**src/rtl/core_pkg.sv**
```systemverilog
// Shared core definitions: sequencer states and default widths/codes
// used by the sequencer, decoder and instruction ROM.
package core_pkg;

  localparam int SEQ_PC_W = 10;
  localparam int SEQ_INSTR_W = 9;
  localparam logic [8:0] SEQ_HALT_CODE = 9'h1FF;
  localparam int SEQ_MEM_LAT = 1;

  typedef enum logic [2:0] {
    IDLE,
    FETCH,
    EXEC,
    MWAIT,
    DONE
  } seq_state_t;

endpackage

```
**src/rtl/prog_sequencer_pc_reg.sv**
```systemverilog
// pc_reg: program counter with clear, absolute load and increment.
// Ports: clk, reset, clr, inc, load, d -> pc, sticky wrap flag.
module pc_reg #(
  parameter int W = 10
) (
  input  logic         clk,
  input  logic         reset,
  input  logic         clr,
  input  logic         inc,
  input  logic         load,
  input  logic [W-1:0] d,
  output logic [W-1:0] pc,
  output logic         wrap
);

  always_ff @(posedge clk) begin
    if (reset || clr) begin
      pc   <= '0;
      wrap <= 1'b0;
    end else if (load) begin
      pc <= d;
    end else if (inc) begin
      pc <= pc + 1'b1;
      if (&pc) wrap <= 1'b1;
    end
  end

endmodule

```
**src/rtl/prog_sequencer.sv**
```systemverilog
// prog_sequencer: multi-cycle FETCH/EXEC/MWAIT sequencer with PC and
// write-strobe gating. Ports: Clk, Reset, start, instr, decoder flags,
// br_taken/br_target -> PC, fetch_en, reg_we, mem_we, busy, done,
// pc_wrap. Macro PROG_SEQUENCER_ICOUNT_EN adds icount[15:0].
import core_pkg::*;

module prog_sequencer #(
  parameter int PC_W = SEQ_PC_W,
  parameter int INSTR_W = SEQ_INSTR_W,
  parameter logic [INSTR_W-1:0] HALT_CODE = INSTR_W'(SEQ_HALT_CODE),
  parameter int MEM_LAT = SEQ_MEM_LAT
) (
  input  logic               Clk,
  input  logic               Reset,
  input  logic               start,
  input  logic [INSTR_W-1:0] instr,
  input  logic               Branch,
  input  logic               MemWrite,
  input  logic               RegWrite,
  input  logic               MemtoReg,
  input  logic               br_taken,
  input  logic [PC_W-1:0]    br_target,
  output logic [PC_W-1:0]    PC,
  output logic               fetch_en,
  output logic               reg_we,
  output logic               mem_we,
  output logic               busy,
  output logic               done,
  output logic               pc_wrap
`ifdef PROG_SEQUENCER_ICOUNT_EN
  ,
  output logic [15:0]        icount
`endif
);

  localparam logic [2:0] LAT_M1 =
    (MEM_LAT > 0) ? 3'(MEM_LAT - 1) : 3'd0;

  seq_state_t state;
  logic [2:0] cnt;
  logic halt, ld_wait, exec_go, mw_last;
  logic retire, pc_load, pc_inc, pc_clr;

  assign halt    = (instr == HALT_CODE);
  assign ld_wait = MemtoReg && (MEM_LAT > 0);
  assign exec_go = (state == EXEC) && !halt && !ld_wait;
  assign mw_last = (state == MWAIT) && (cnt == 3'd0);
  assign retire  = exec_go || mw_last;
  assign pc_load = exec_go && Branch && br_taken;
  assign pc_inc  = retire && !pc_load;
  assign pc_clr  = (state == IDLE) && start;

  // A store wins over a stray RegWrite so the strobes never overlap.
  assign reg_we = (exec_go && RegWrite && !MemWrite) || mw_last;
  assign mem_we = exec_go && MemWrite;

  pc_reg #(.W(PC_W)) u_pc (
    .clk   (Clk),
    .reset (Reset),
    .clr   (pc_clr),
    .inc   (pc_inc),
    .load  (pc_load),
    .d     (br_target),
    .pc    (PC),
    .wrap  (pc_wrap)
  );

  always_ff @(posedge Clk) begin
    if (Reset) begin
      state    <= IDLE;
      cnt      <= 3'd0;
      fetch_en <= 1'b0;
      busy     <= 1'b0;
      done     <= 1'b0;
    end else begin
      unique case (state)
        IDLE: begin
          if (start) begin
            state    <= FETCH;
            fetch_en <= 1'b1;
            busy     <= 1'b1;
          end
        end
        FETCH: begin
          state    <= EXEC;
          fetch_en <= 1'b0;
        end
        EXEC: begin
          if (halt) begin
            state <= DONE;
            busy  <= 1'b0;
            done  <= 1'b1;
          end else if (ld_wait) begin
            state <= MWAIT;
            cnt   <= LAT_M1;
          end else begin
            state    <= FETCH;
            fetch_en <= 1'b1;
          end
        end
        MWAIT: begin
          if (cnt == 3'd0) begin
            state    <= FETCH;
            fetch_en <= 1'b1;
          end else begin
            cnt <= cnt - 3'd1;
          end
        end
        DONE: begin
          if (!start) begin
            state <= IDLE;
            done  <= 1'b0;
          end
        end
        default: begin
          state    <= IDLE;
          fetch_en <= 1'b0;
          busy     <= 1'b0;
          done     <= 1'b0;
        end
      endcase
    end
  end

`ifdef PROG_SEQUENCER_ICOUNT_EN
  always_ff @(posedge Clk) begin
    if (Reset || pc_clr) begin
      icount <= '0;
    end else if (retire && icount != 16'hFFFF) begin
      icount <= icount + 16'd1;
    end
  end
`endif

endmodule

```
**config.mk**
```make
export PLATFORM = sky130hd
export DESIGN_NAME = prog_sequencer
export DESIGN_NICKNAME = d
export VERILOG_FILES = /design/src/rtl/core_pkg.sv /design/src/rtl/prog_sequencer_pc_reg.sv /design/src/rtl/prog_sequencer.sv
export SDC_FILE = /design/constraint.sdc
export NUM_CORES = 1
export LEC_CHECK = 0
export CELL_PAD_IN_SITES_DETAIL_PLACEMENT = 1
export CELL_PAD_IN_SITES_GLOBAL_PLACEMENT = 1
export CORE_MARGIN = 4
export CORE_UTILIZATION = 31
export CTS_CLUSTER_SIZE = 30
export DETAILED_ROUTE_END_ITERATION = 8
export PLACE_DENSITY = 0.75
export SKIP_LAST_GASP = 1
export SYNTH_ARGS = -nofsm -noshare
export SYNTH_HDL_FRONTEND = slang
export SYNTH_SLANG_ARGS = --single-unit
export TNS_END_PERCENT = 100
```
**constraint.sdc**
```tcl
create_clock -name Clk -period 2.5 [get_ports Clk]
set_clock_uncertainty 0.05 [all_clocks]
set_input_delay 0.5 -clock Clk [delete_from_list [all_inputs] [get_ports Clk]]
set_output_delay 0.5 -clock Clk [all_outputs]
set_load 0.01 [all_outputs]
```
==> results by group, run 1 <==
Finish
  – Area Growth Syn to Fin: 51.1%
  – Fillers: 480
  – Finished Core Util: 0.488
  – Max reg flops: 10
  – FF/Latch Area: 400 µm²
  – N_diodes: 0
  – Fin cells: 246
  – Share of cells above drive strength 1: 0.131
  – Final net count: 229
  – Multi-input logic area: 717 µm²

Synthesis
  – Share of the synthesized area in the top cell type: 0.336
  – Syn Area/Cell: 8.11 µm²
  – Yosys reg bits: 20
  – Synthesis Warnings: 0
  – Prevailing post-synth register cell: dfxtp_1
  – Number of enable flip-flop cells after synthesis: 0
  – Most frequent cell after synthesis: dfxtp_1
  – Asr flop ratio synth: 0
  – Commonest cells post-synth: dfxtp_1 (20), a21oi_1 (15), nor2_1 (12)
  – Post-synth cell types: 35
  – Mapped Cells: 147
  – Register area share after synthesis: 0.336
  – Mapped Nets: 177
  – Leading area contributor after synthesis: dfxtp_1
  – Mapped Area: 1190 µm²
  – Area contributors post-synth: dfxtp_1 (34%), a21oi_1 (6.3%), o21ai_0 (3.8%)

Clock tree
  – CTS tree: done
  – Clock Latency Late Sink: 0.26 ns
  – Hold-fix buffer count after cts: 0
  – Clk root buf: clkbuf_8
  – CTS H-tree depth: 1
  – CTS Sinks: 20
  – Clock transition at path regs: 0.08 ns
  – Clock Path Buffers: 2
  – Cts bufs inserted: 3

Place
  – Detail Placement HPWL: 2940 µm
  – Placer Congestion: 0.798
  – Cells after DPL: 240
  – Port buffer count: 42

Hold path
  – Hold depth: 2
  – Worst hold path class: flip-flop to flip-flop
  – Hold Path Sink: cnt[1]$_SDFFE_PP0P_
  – Hold path start: cnt[1]$_SDFFE_PP0P_

GRT
  – Total gr overflow: 0
  – First-pass GRT wire length: 6730 µm
  – Largest net degree at the start of global routing: 14
  – Vias in the first global route: 1,432
  – Antenna violations before repair: 0
  – Gr usage total: 0.163

Pwr
  – Pleak: 0.000667 µW
  – Peak VDD IR: 0.222 mV
  – P per Cell Area: 451 nW/µm²

STA
  – Slew headroom: 0.354
  – Final Max Tran Viols: 0
  – Unrepaired setup endpoints after global routing: yes
  – Final min period: 2.46 ns
  – Final setup viols: 0
  – Final hold violations: 0
  – Tcrit/Tclk final: 0.982
  – F_max: 407 MHz
  – Measured slew at the worst slew-check pin: 0.966 ns

Floorplanning
  – Die area: 4900 µm²
  – Initial Utilization: 0.323
  – Core Rows: 22
  – Die H: 70.0 µm
  – Io pins: 43
  – Core area: 3690 µm²
  – Chip width: 70.0 µm

Critical path
  – Worst flop-to-flop path startpoint: state[1]$_SDFFE_PP0P_
  – Worst setup path class: primary input to output pin
  – CP max stage cell: clkdlybuf4s50_1
  – CP startpoint kind: primary input
  – Worst setup EP type: output pin
  – Cells along the critical path: clkdlybuf4s50_1 -> and4_2 -> a311oi_4 -> buf_4 -> nand3b_1 -> nand2_1 -> clkbuf_2
  – R2R cell count: 8
  – CP max FO: 3
  – Worst R2R Setup Slack: 0.30 ns
  – Crit path largest cell delay: 0.39 ns
  – Critical Path RT: 1.95 ns
  – RR Endpoint: u_pc.pc[4]$_SDFFE_PP0P_
  – Worst Path Arrival: 1.91 ns

Drt
  – Vias per cell: 5.42
  – Post-route DRC violation count: 0
  – Via count: 1,334
  – First-pass DRT Iterations: 4
  – Routed Antenna Nets: 0
  – Drt total wl: 3910 µm
  – Drt initial violations: 70
  – Routed length per instance: 15.9 µm

Run status
  – Outcome: finished clean

Flow run
  – Max cap viols: 0
-- power breakdown --
| part | leakage (µW) | internal, µW | switching, µW |
|---|---|---|---|
| combinational | 0.000469 | 81.0 | 66.0 |
| clock | 0.0000357 | 214 | 118 |
| sequential | 0.000162 | 327 | 6.52 |
-- how the worst max path moves through the flow --
stage               slack [ns]                 endpoint                   from  cells after the start
floorplan                 0.44                   reg_we  state[1]$_SDFFE_PP0P_                      6
global placement         -0.24  u_pc.pc[2]$_SDFFE_PP0P_               instr[8]                      7
detailed placement       -0.30                   reg_we               instr[2]                      6
CTS                      -0.08                   reg_we               instr[8]                      7
global route             -0.05                   reg_we               instr[8]                      7
finish                    0.04                   reg_we               instr[8]                      7
-- worst max-delay path: cells and delay by family --
family | cells | cell delay (ns)
compound gates | 1 | 0.31
buf+inv | 3 | 0.69
simple gates | 3 | 0.40
-- placed cells by master, fill, tap and decap left out, drive strengths merged, types with 5 or more instances in the layout --
| master | netlist | routed |
|---|---|---|
| dfxtp | 20 | 20 |
| a32oi | 5 | 5 |
| o21ai | 9 | 9 |
| clkbuf | 5 | 5 |
| a22oi | 5 | 5 |
| inv | 10 | 10 |
| buf | 4 | 14 |
| nor3 | 5 | 5 |
| clkdlybuf4s50 | 0 | 40 |
| a31oi | 5 | 5 |
| and2 | 5 | 5 |
| nand3 | 5 | 5 |
| a21oi | 15 | 15 |
| nand2 | 5 | 5 |
| nor2 | 12 | 12 |
-- per-stage QoR --
stage | setup WS (ns) | power, µW | hold slack (ns) | instance area, µm² | setup TNS, ns
after floorplan | 0.440 | 404 | 0.414 | 1190 | 0
after global placement | -0.240 | 480 | 0.412 | 1720 | -2.63
after detailed placement | -0.301 | 484 | 0.441 | 1720 | -3.03
after CTS | -0.0829 | 821 | 0.462 | 1800 | -0.0829
after global routing | -0.0465 | 848 | 0.476 | 1800 | -0.0465
final | 0.0438 | 812 | 0.453 | 1800 | 0
-- cell type report --
cell class / count / area share
Sequential cell: 20 / 0.222
Inverter: 10 / 0.0208
Timing Repair Buffer: 56 / 0.286
Multi-Input combinational cell: 108 / 0.398
Clock buffer: 3 / 0.0229
Tap cell: 48 / 0.0333
Clock inverter: 1 / 0.0167
-- per-layer routing --
layer  part of all wire  global-route usage  vias up
met5                  0                   0        -
met2               0.52               0.316       37
li1                   -                   -      646
met4              0.017              0.0511        0
met1               0.42               0.175      643
met3              0.044              0.0317        8
-- repair_timing --
action	CTS	global route
pin swaps	1	1
setup buffers	1	1
gates resized for setup	3	5
endpoints found under the setup margin	4	4
-- logic make-up after synthesis --
kind of cell               synth area share
adders and majority gates            0.0315
AOI/OAI and AO/OA                     0.303
and+or+nand+nor                       0.224
muxes                                0.0367
buffers and inverters                0.0693
DFF                                   0.336
No activity file was read; power rests on OpenSTA's default activity.
==> run 2, diff against run 1 <==
Settings changed: TNS_END_PERCENT 100 to unset.
==> results of run 2 <==
The final DEF is identical to that of run 1; final timing and power are the same.
